<file path="src/rtl/jcnt_pkg.sv">
// Shared types and helpers for the Johnson-counter sequencer.
// Functions work on a 16-bit view of the ring, which is the widest supported.
package jcnt_pkg;

    typedef logic [1:0] jcnt_state_t;

    localparam jcnt_state_t ST_IDLE  = 2'd0;
    localparam jcnt_state_t ST_RUN   = 2'd1;
    localparam jcnt_state_t ST_PAUSE = 2'd2;
    localparam jcnt_state_t ST_DONE  = 2'd3;

    localparam int unsigned JCNT_MAX_W = 16;

    // Ones-count for the filling half, 2*w minus ones-count for the draining half.
    function automatic logic [5:0] jcnt_idx(input logic [15:0] ph, input int unsigned w);
        int unsigned pc;
        pc = 0;
        for (int unsigned i = 0; i < JCNT_MAX_W; i++) begin
            pc = pc + 32'(ph[i]);
        end
        if (ph[0] || (ph == 16'd0)) begin
            return 6'(pc);
        end
        return 6'((2 * w) - pc);
    endfunction

    // A legal Johnson state has at most one boundary between adjacent stages.
    function automatic logic jcnt_legal(input logic [15:0] ph, input int unsigned w);
        int unsigned edges;
        edges = 0;
        for (int unsigned i = 1; i < JCNT_MAX_W; i++) begin
            if ((i < w) && (ph[i] != ph[i-1])) begin
                edges = edges + 1;
            end
        end
        return (edges <= 1);
    endfunction

endpackage

</file>
<file path="src/rtl/jcnt_ring.sv">
// WIDTH-stage Johnson (twisted-ring) register with enable and synchronous clear.
module jcnt_ring #(
    parameter int unsigned WIDTH = 4
) (
    input  logic             clk,
    input  logic             n_rst,
    input  logic             en,
    input  logic             clr,
    output logic [WIDTH-1:0] phase
);

    logic [WIDTH-1:0] phase_q;

    // Clear wins over advance so an abort always lands on the all-zeros state.
    always_ff @(posedge clk or negedge n_rst) begin
        if (!n_rst) begin
            phase_q <= '0;
        end else if (clr) begin
            phase_q <= '0;
        end else if (en) begin
            phase_q <= {phase_q[WIDTH-2:0], ~phase_q[WIDTH-1]};
        end
    end

    assign phase = phase_q;

endmodule

</file>
<file path="src/rtl/jcnt_seq_ctrl.sv">
// Run/pause/abort sequencer around a Johnson ring used as a multi-phase strobe source.
// Optional illegal-state recovery and sticky err flag: define JCNT_SELF_CORRECT_EN.
module jcnt_seq_ctrl
    import jcnt_pkg::*;
#(
    parameter int unsigned WIDTH = 4,
    parameter int unsigned CYC_W = 8
) (
    input  logic                          clk,
    input  logic                          n_rst,
    input  logic                          start,
    input  logic [CYC_W-1:0]              cycles,
    input  logic                          hold,
    input  logic                          stop,
    output logic [WIDTH-1:0]              phase,
    output logic [$clog2(2*WIDTH)-1:0]    phase_idx,
    output logic                          wrap,
    output logic                          busy,
    output logic                          paused,
    output logic                          done,
    output logic                          err
);

    localparam int unsigned IDX_W = $clog2(2 * WIDTH);
    localparam logic [WIDTH-1:0] LAST_PH = {1'b1, {(WIDTH-1){1'b0}}};

    jcnt_state_t      state_q, state_d;
    logic [CYC_W-1:0] remaining_q, remaining_d;
    logic             wrap_q, wrap_d;
    logic             done_q, done_d;
    logic             busy_q, busy_d;
    logic             paused_q, paused_d;
    logic             err_q, err_d;
    logic             ring_en, ring_clr;

    jcnt_ring #(.WIDTH(WIDTH)) u_ring (
        .clk   (clk),
        .n_rst (n_rst),
        .en    (ring_en),
        .clr   (ring_clr),
        .phase (phase)
    );

    assign phase_idx = IDX_W'(jcnt_idx(16'(phase), WIDTH));

    // State and registered outputs.
    always_ff @(posedge clk or negedge n_rst) begin
        if (!n_rst) begin
            state_q     <= ST_IDLE;
            remaining_q <= '0;
            wrap_q      <= 1'b0;
            done_q      <= 1'b0;
            busy_q      <= 1'b0;
            paused_q    <= 1'b0;
            err_q       <= 1'b0;
        end else begin
            state_q     <= state_d;
            remaining_q <= remaining_d;
            wrap_q      <= wrap_d;
            done_q      <= done_d;
            busy_q      <= busy_d;
            paused_q    <= paused_d;
            err_q       <= err_d;
        end
    end

    // Next state, ring control and next output values.
    always_comb begin
        state_d     = state_q;
        remaining_d = remaining_q;
        ring_en     = 1'b0;
        ring_clr    = 1'b0;
        wrap_d      = 1'b0;
        err_d       = err_q;

        case (state_q)
            ST_IDLE: begin
                if (start && (cycles != '0)) begin
                    state_d     = ST_RUN;
                    remaining_d = cycles;
                    ring_clr    = 1'b1;
                    err_d       = 1'b0;
                end
            end
            ST_RUN: begin
                if (stop) begin
                    state_d  = ST_IDLE;
                    ring_clr = 1'b1;
                end else if (hold) begin
                    state_d = ST_PAUSE;
                end else begin
                    ring_en = 1'b1;
                    // Last state of a rotation: the advance lands on all-zeros.
                    if (phase == LAST_PH) begin
                        wrap_d      = 1'b1;
                        remaining_d = remaining_q - CYC_W'(1);
                        if (remaining_q == CYC_W'(1)) begin
                            state_d = ST_DONE;
                        end
                    end
                end
            end
            ST_PAUSE: begin
                if (stop) begin
                    state_d  = ST_IDLE;
                    ring_clr = 1'b1;
                end else if (!hold) begin
                    state_d = ST_RUN;
                end
            end
            ST_DONE: begin
                state_d  = ST_IDLE;
                ring_clr = 1'b1;
            end
            default: begin
                state_d  = ST_IDLE;
                ring_clr = 1'b1;
            end
        endcase

`ifdef JCNT_SELF_CORRECT_EN
        // Recovery from a corrupted ring overrides everything else this cycle.
        if (!jcnt_legal(16'(phase), WIDTH)) begin
            state_d     = state_q;
            remaining_d = remaining_q;
            ring_en     = 1'b0;
            ring_clr    = 1'b1;
            wrap_d      = 1'b0;
            err_d       = 1'b1;
        end
`else
        err_d = 1'b0;
`endif

        busy_d   = (state_d == ST_RUN) || (state_d == ST_PAUSE);
        paused_d = (state_d == ST_PAUSE);
        done_d   = (state_d == ST_DONE);
    end

    assign wrap   = wrap_q;
    assign done   = done_q;
    assign busy   = busy_q;
    assign paused = paused_q;
    assign err    = err_q;

endmodule

</file>
<file path="config.mk">
export PLATFORM = sky130hd
export DESIGN_NAME = jcnt_seq_ctrl
export DESIGN_NICKNAME = d
export VERILOG_FILES = /design/src/rtl/jcnt_pkg.sv /design/src/rtl/jcnt_ring.sv /design/src/rtl/jcnt_seq_ctrl.sv
export SDC_FILE = /design/constraint.sdc
export NUM_CORES = 1
export LEC_CHECK = 0
export BUFFER_PORTS_ARGS = -buffer_cell sky130_fd_sc_hd__clkbuf_2
export CAP_MARGIN = 10
export CORE_UTILIZATION = 50
export CTS_CLUSTER_SIZE = 20
export DETAILED_ROUTE_END_ITERATION = 7
export PLACE_DENSITY = 0.73
export RECOVER_POWER = 100
export SLEW_MARGIN = 20
export SYNTH_ARGS = -nofsm -noshare
export SYNTH_HDL_FRONTEND = slang
export SYNTH_SLANG_ARGS = --single-unit
export TNS_END_PERCENT = 50
</file>
<file path="constraint.sdc">
create_clock -name clk -period 2.9 [get_ports clk]
set_clock_uncertainty 0.15 [all_clocks]
set_input_delay 0.58 -clock clk [delete_from_list [all_inputs] [get_ports clk]]
set_output_delay 0.58 -clock clk [all_outputs]
set_load 0.005 [all_outputs]
</file>
==> results.md <==
Finish:
- The net count of the finished layout is 192.
- After filler insertion, the fill cell instance count of the layout stands at 178.
- The number of antenna diodes in the final layout is 0.
- For this run, the number of standard cells in the final layout without fillers is just under 200.
- The area growth from synthesis to layout is 19.8%.
- Once layout is complete, the utilization of the core stands at 66.5%.
- In the final layout, the share of cells above drive strength 1 is 28.5%.

Floorplanning:
- In this run the standard cell core region covers 2300 sq um.
- The floorplan step set the die width to 52.5 um.
- The floorplan step defined a die boundary enclosing approximately 2800 sq um.
- The total number of placement rows is 17.
- The number of primary I/O pins is 25.
- The initial utilization of the core area, before any placement, comes to between 50% and 60%.
- The floorplan die height is 52.5 um.

Pwr:
- The static leakage is around 0.7 nW.
- The power density over the cells is 831 nW/um^2.
- The worst-case IR drop observed on VDD is between 0.7 and 0.8 mV.

Clock tree:
- TritonCTS built the clock tree.
- Clock-pin slew was measured on the worst setup and hold paths at around 0.11 ns.
- The later pin in the worst-skew pair is clocked with a latency of 0.30 ns.
- In this run, post-CTS hold repair placed 0 buffers.
- In this run, CTS created clock tree buffers numbering 3.
- The buffer levels on the longest clock path is 2.
- The number of H-tree levels is 1.
- The number of sinks on the clock net is 18.
- The CTS root buffer is sky130_fd_sc_hd__clkbuf_4.

Route:
- The wire length on met3 is ~170 um.
- In the routed layout, each cell is associated on average with a via count of 5.99.
- The DRC violation count after routing is 0.
- The final routed wire length divided by cell count is 15.7 um.
- The highest layer used for signal routing is met4.
- The detailed-router iteration count before antenna repair is 4.
- In this run the remaining antenna-violating nets after routing total 0.
- Detailed routing placed a total of 1550 um of wire on met2.
- The detailed router put a total of 1250 um of wire on met1.
- The routed layout has 1156 vias.
- For this block, the initial DRC count from the detailed router was 32.
- The final layout contains routed wiring with a total length of between 3000 and 4000 um.

Timing:
- The peak clock frequency supported by timing is roughly 320 MHz.
- After routing, the total negative slack on setup checks comes to -0.401 ns.
- The slew at the pin with the worst max-slew slack is 0.971 ns.
- Counting I/O delays and the setup requirement, the final critical path takes 3.15 ns.
- The final hold violation count is 0.
- Measured against its own limit, the worst slew margin works out to 35.3%.
- Setup repair after global routing could not meet its margin everywhere.
- The post-route fraction of the period consumed by the critical path is 109%.
- The number of max-slew violations in the final report is 0.
- The count of final setup violators is 2.
- The final worst slack is -0.251 ns.

Critical path:
- STA classifies the critical path startpoint as a flop.
- The critical path endpoint is phase_idx[2].
- The startpoint of the worst-slack reg-to-reg timing path is state_q[0].
- In this run the critical register-to-register path is captured at remaining_q[2].
- The logic depth of the worst register-to-register path is 6.
- The most critical setup path has its startpoint at u_ring.phase[1].
- At the worst endpoint, the required time is 2.17 ns.
- The arrival time of data at the critical path endpoint is about 2.4 ns.
- The slack of the worst reg-to-reg path is 0.59 ns.
- The startpoint-to-endpoint class of the critical path is flop to output port.
- The biggest fanout along the worst timing path is 2.
- The critical path capture point type is an output port.

Placed design:
- The number of placed instances, taps included, is between 150 and 200.
- Once detailed placement completed, the half-perimeter wirelength came to roughly 2000 um.
- The number of input and output port buffers inserted is 23.
- Timing analysis after detailed placement gives a worst setup slack of -0.0232 ns.
- The placer congestion estimate is just over 0.8.

Synth:
- Yosys mapped the design onto 41 distinct sky130hd cell types.
- The most area-hungry cell type in the Yosys netlist is sky130_fd_sc_hd__dfrtp_1.
- After synthesis, the largest family of logic cells by area is compound AO/OA/AOI/OAI gates.
- The top cell type by area accounts for about a third of the synthesized area.
- Averaged over all synthesized cells, the footprint is 9.44 sq um.
- In the post-synthesis netlist, the biggest area contributors are sky130_fd_sc_hd__dfrtp_1 (35%), sky130_fd_sc_hd__ha_1 (12%), sky130_fd_sc_hd__nor2_1 (5.0%).
- The net count after synthesis is 161.
- The post-synthesis compound-gate area fraction is 24.0%.
- For this run, asynchronously set or reset flops after synthesis account for 100%.
- Of the synthesized area, sequential elements account for 35.3%.
- By instance count, the leading cell after synthesis is sky130_fd_sc_hd__dfrtp_1.
- The arithmetic-cell share of the synthesized area counting full adders, half adders and majority gates is 13.3%.
- The cell area that synthesis handed to floorplanning was 1270 sq um.
- Multiplexer cells account for 1.57% of the synthesized area.
- The count of warnings emitted by yosys is 0.
- The number of storage elements in the synthesis netlist is 18.
- The xor/xnor share of the synthesized area is less than 1%.
- The instance count of the mapped netlist is 135.
- In this run, synthesis inferred 0 flip-flops with an integrated enable.
- In the synthesized netlist the dominant register cell turns out to be sky130_fd_sc_hd__dfrtp_1.
- The area fraction in and, or, nand and nor cells after synthesis is 16.1%.
- By count the netlist is led by sky130_fd_sc_hd__dfrtp_1 (18), sky130_fd_sc_hd__nor2_1 (17), sky130_fd_sc_hd__inv_1 (16).

Run:
- Across the run, the number of max-cap violations was 0.

Hold path:
- The class of the worst hold path is primary input to async pin.

Global routing:
- The first global-routing pass estimated 4860 um of wire.
- The total track usage is 24.5%.
- Global routing finished with a remaining overflow of 0.
- Entering global routing, the biggest net connects 19 pins.
- The number of global-route vias before repair is 1120.
- The number of antenna violations at the first check in global routing is 0.

Run status:
- The flow ran to the end, but the final reports show violations.
- The checks that failed: setup timing.
[final cells by class]
class | count | area (sq um) | area share (%)
Inverter | 16 | 62.6 | 4.09
Clock buffer | 4 | 36.3 | 2.38
Tap cell | 28 | 35.0 | 2.29
Timing Repair Buffer | 33 | 178 | 11.6
Sequential cell | 18 | 450 | 29.5
Multi-Input combinational cell | 94 | 766 | 50.1
[state kept, by name (all words and copies together) (netlist names)]
register	cells
done	1
u_ring.phase	4
state_q	2
paused	1
wrap	1
remaining_q	8
busy	1
[metal layers]
layer  vias to the layer above  GRT usage [%]
met1                       552           28.1
met2                        47           43.5
met3                        10           3.48
met4                         0           12.7
met5                         -              0
li1                        547              -
[power breakdown]
group          internal (mW)  total, mW  switching (mW)
combinational          0.299      0.701           0.402
clock                 0.0766      0.159          0.0825
sequential             0.330      0.409          0.0787
total                  0.706       1.27           0.563
[placed cells by master (no fill, tap or decap), types with 3 or more instances in the layout]
cell type / n
sky130_fd_sc_hd__a211oi_1: 3
sky130_fd_sc_hd__a21oi_1: 8
sky130_fd_sc_hd__a221oi_1: 3
sky130_fd_sc_hd__a31oi_1: 4
sky130_fd_sc_hd__a41oi_1: 3
sky130_fd_sc_hd__buf_4: 8
sky130_fd_sc_hd__clkbuf_1: 6
sky130_fd_sc_hd__clkbuf_2: 17
sky130_fd_sc_hd__clkbuf_4: 3
sky130_fd_sc_hd__dfrtp_1: 18
sky130_fd_sc_hd__ha_1: 9
sky130_fd_sc_hd__ha_4: 3
sky130_fd_sc_hd__inv_1: 12
sky130_fd_sc_hd__inv_2: 3
sky130_fd_sc_hd__nor2_1: 17
sky130_fd_sc_hd__nor3_1: 3
sky130_fd_sc_hd__o22a_1: 6
sky130_fd_sc_hd__o22ai_1: 3
[how the worst min path moves through the flow]
stage | cells after the start | endpoint | start | slack [ns]
3_3_place_gp | 1 | remaining_q[6] | remaining_q[6] | 0.37
6_report | 1 | state_q[1] | n_rst | 0.25
3_5_place_dp | 1 | remaining_q[6] | remaining_q[6] | 0.39
5_1_grt | 1 | state_q[1] | n_rst | 0.33
4_1_cts | 1 | state_q[1] | n_rst | 0.06
2_1_floorplan | 0 | busy | n_rst | 0.13
[repair_timing]
| item | CTS | global route |
|---|---|---|
| pin swaps | 5 | 2 |
| cloned | 0 | 0 |
| setup buffers | 5 | 1 |
| resized for setup | 13 | 3 |
| endpoints found under the hold margin | 0 | 0 |
| endpoints found under the setup margin | 2 | 2 |
[critical path: stages (launching register included)]
cell	delay [ns]
sky130_fd_sc_hd__dfrtp_1	0.40
sky130_fd_sc_hd__inv_2	0.07
sky130_fd_sc_hd__fa_1	0.56
sky130_fd_sc_hd__inv_2	0.05
sky130_fd_sc_hd__ha_4	0.16
sky130_fd_sc_hd__ha_4	0.26
sky130_fd_sc_hd__inv_4	0.04
sky130_fd_sc_hd__ha_4	0.15
sky130_fd_sc_hd__nor3_4	0.16
sky130_fd_sc_hd__xor2_1	0.15
sky130_fd_sc_hd__buf_2	0.13
[logic make-up after synthesis]
kind of cell / Yosys count
flops: 18
other cells: 1
mux: 2
simple gates: 37
compound gates: 40
buf+inv: 23
xor+xnor: 1
fa+ha+maj: 13
[metrics by stage]
| step | hold WS, ns | power, mW | area, sq um |
|---|---|---|---|
| 3_5_place_dp | 0.389 | 1.05 | 1410 |
| 3_3_place_gp | 0.370 | 1.02 | 1410 |
| 6_report | 0.251 | 1.27 | 1530 |
| 4_1_cts | 0.0649 | 1.25 | 1530 |
| 2_1_floorplan | 0.134 | 0.905 | 1270 |
| 5_1_grt | 0.328 | 1.37 | 1530 |
Power figures use the tool's default switching activity.
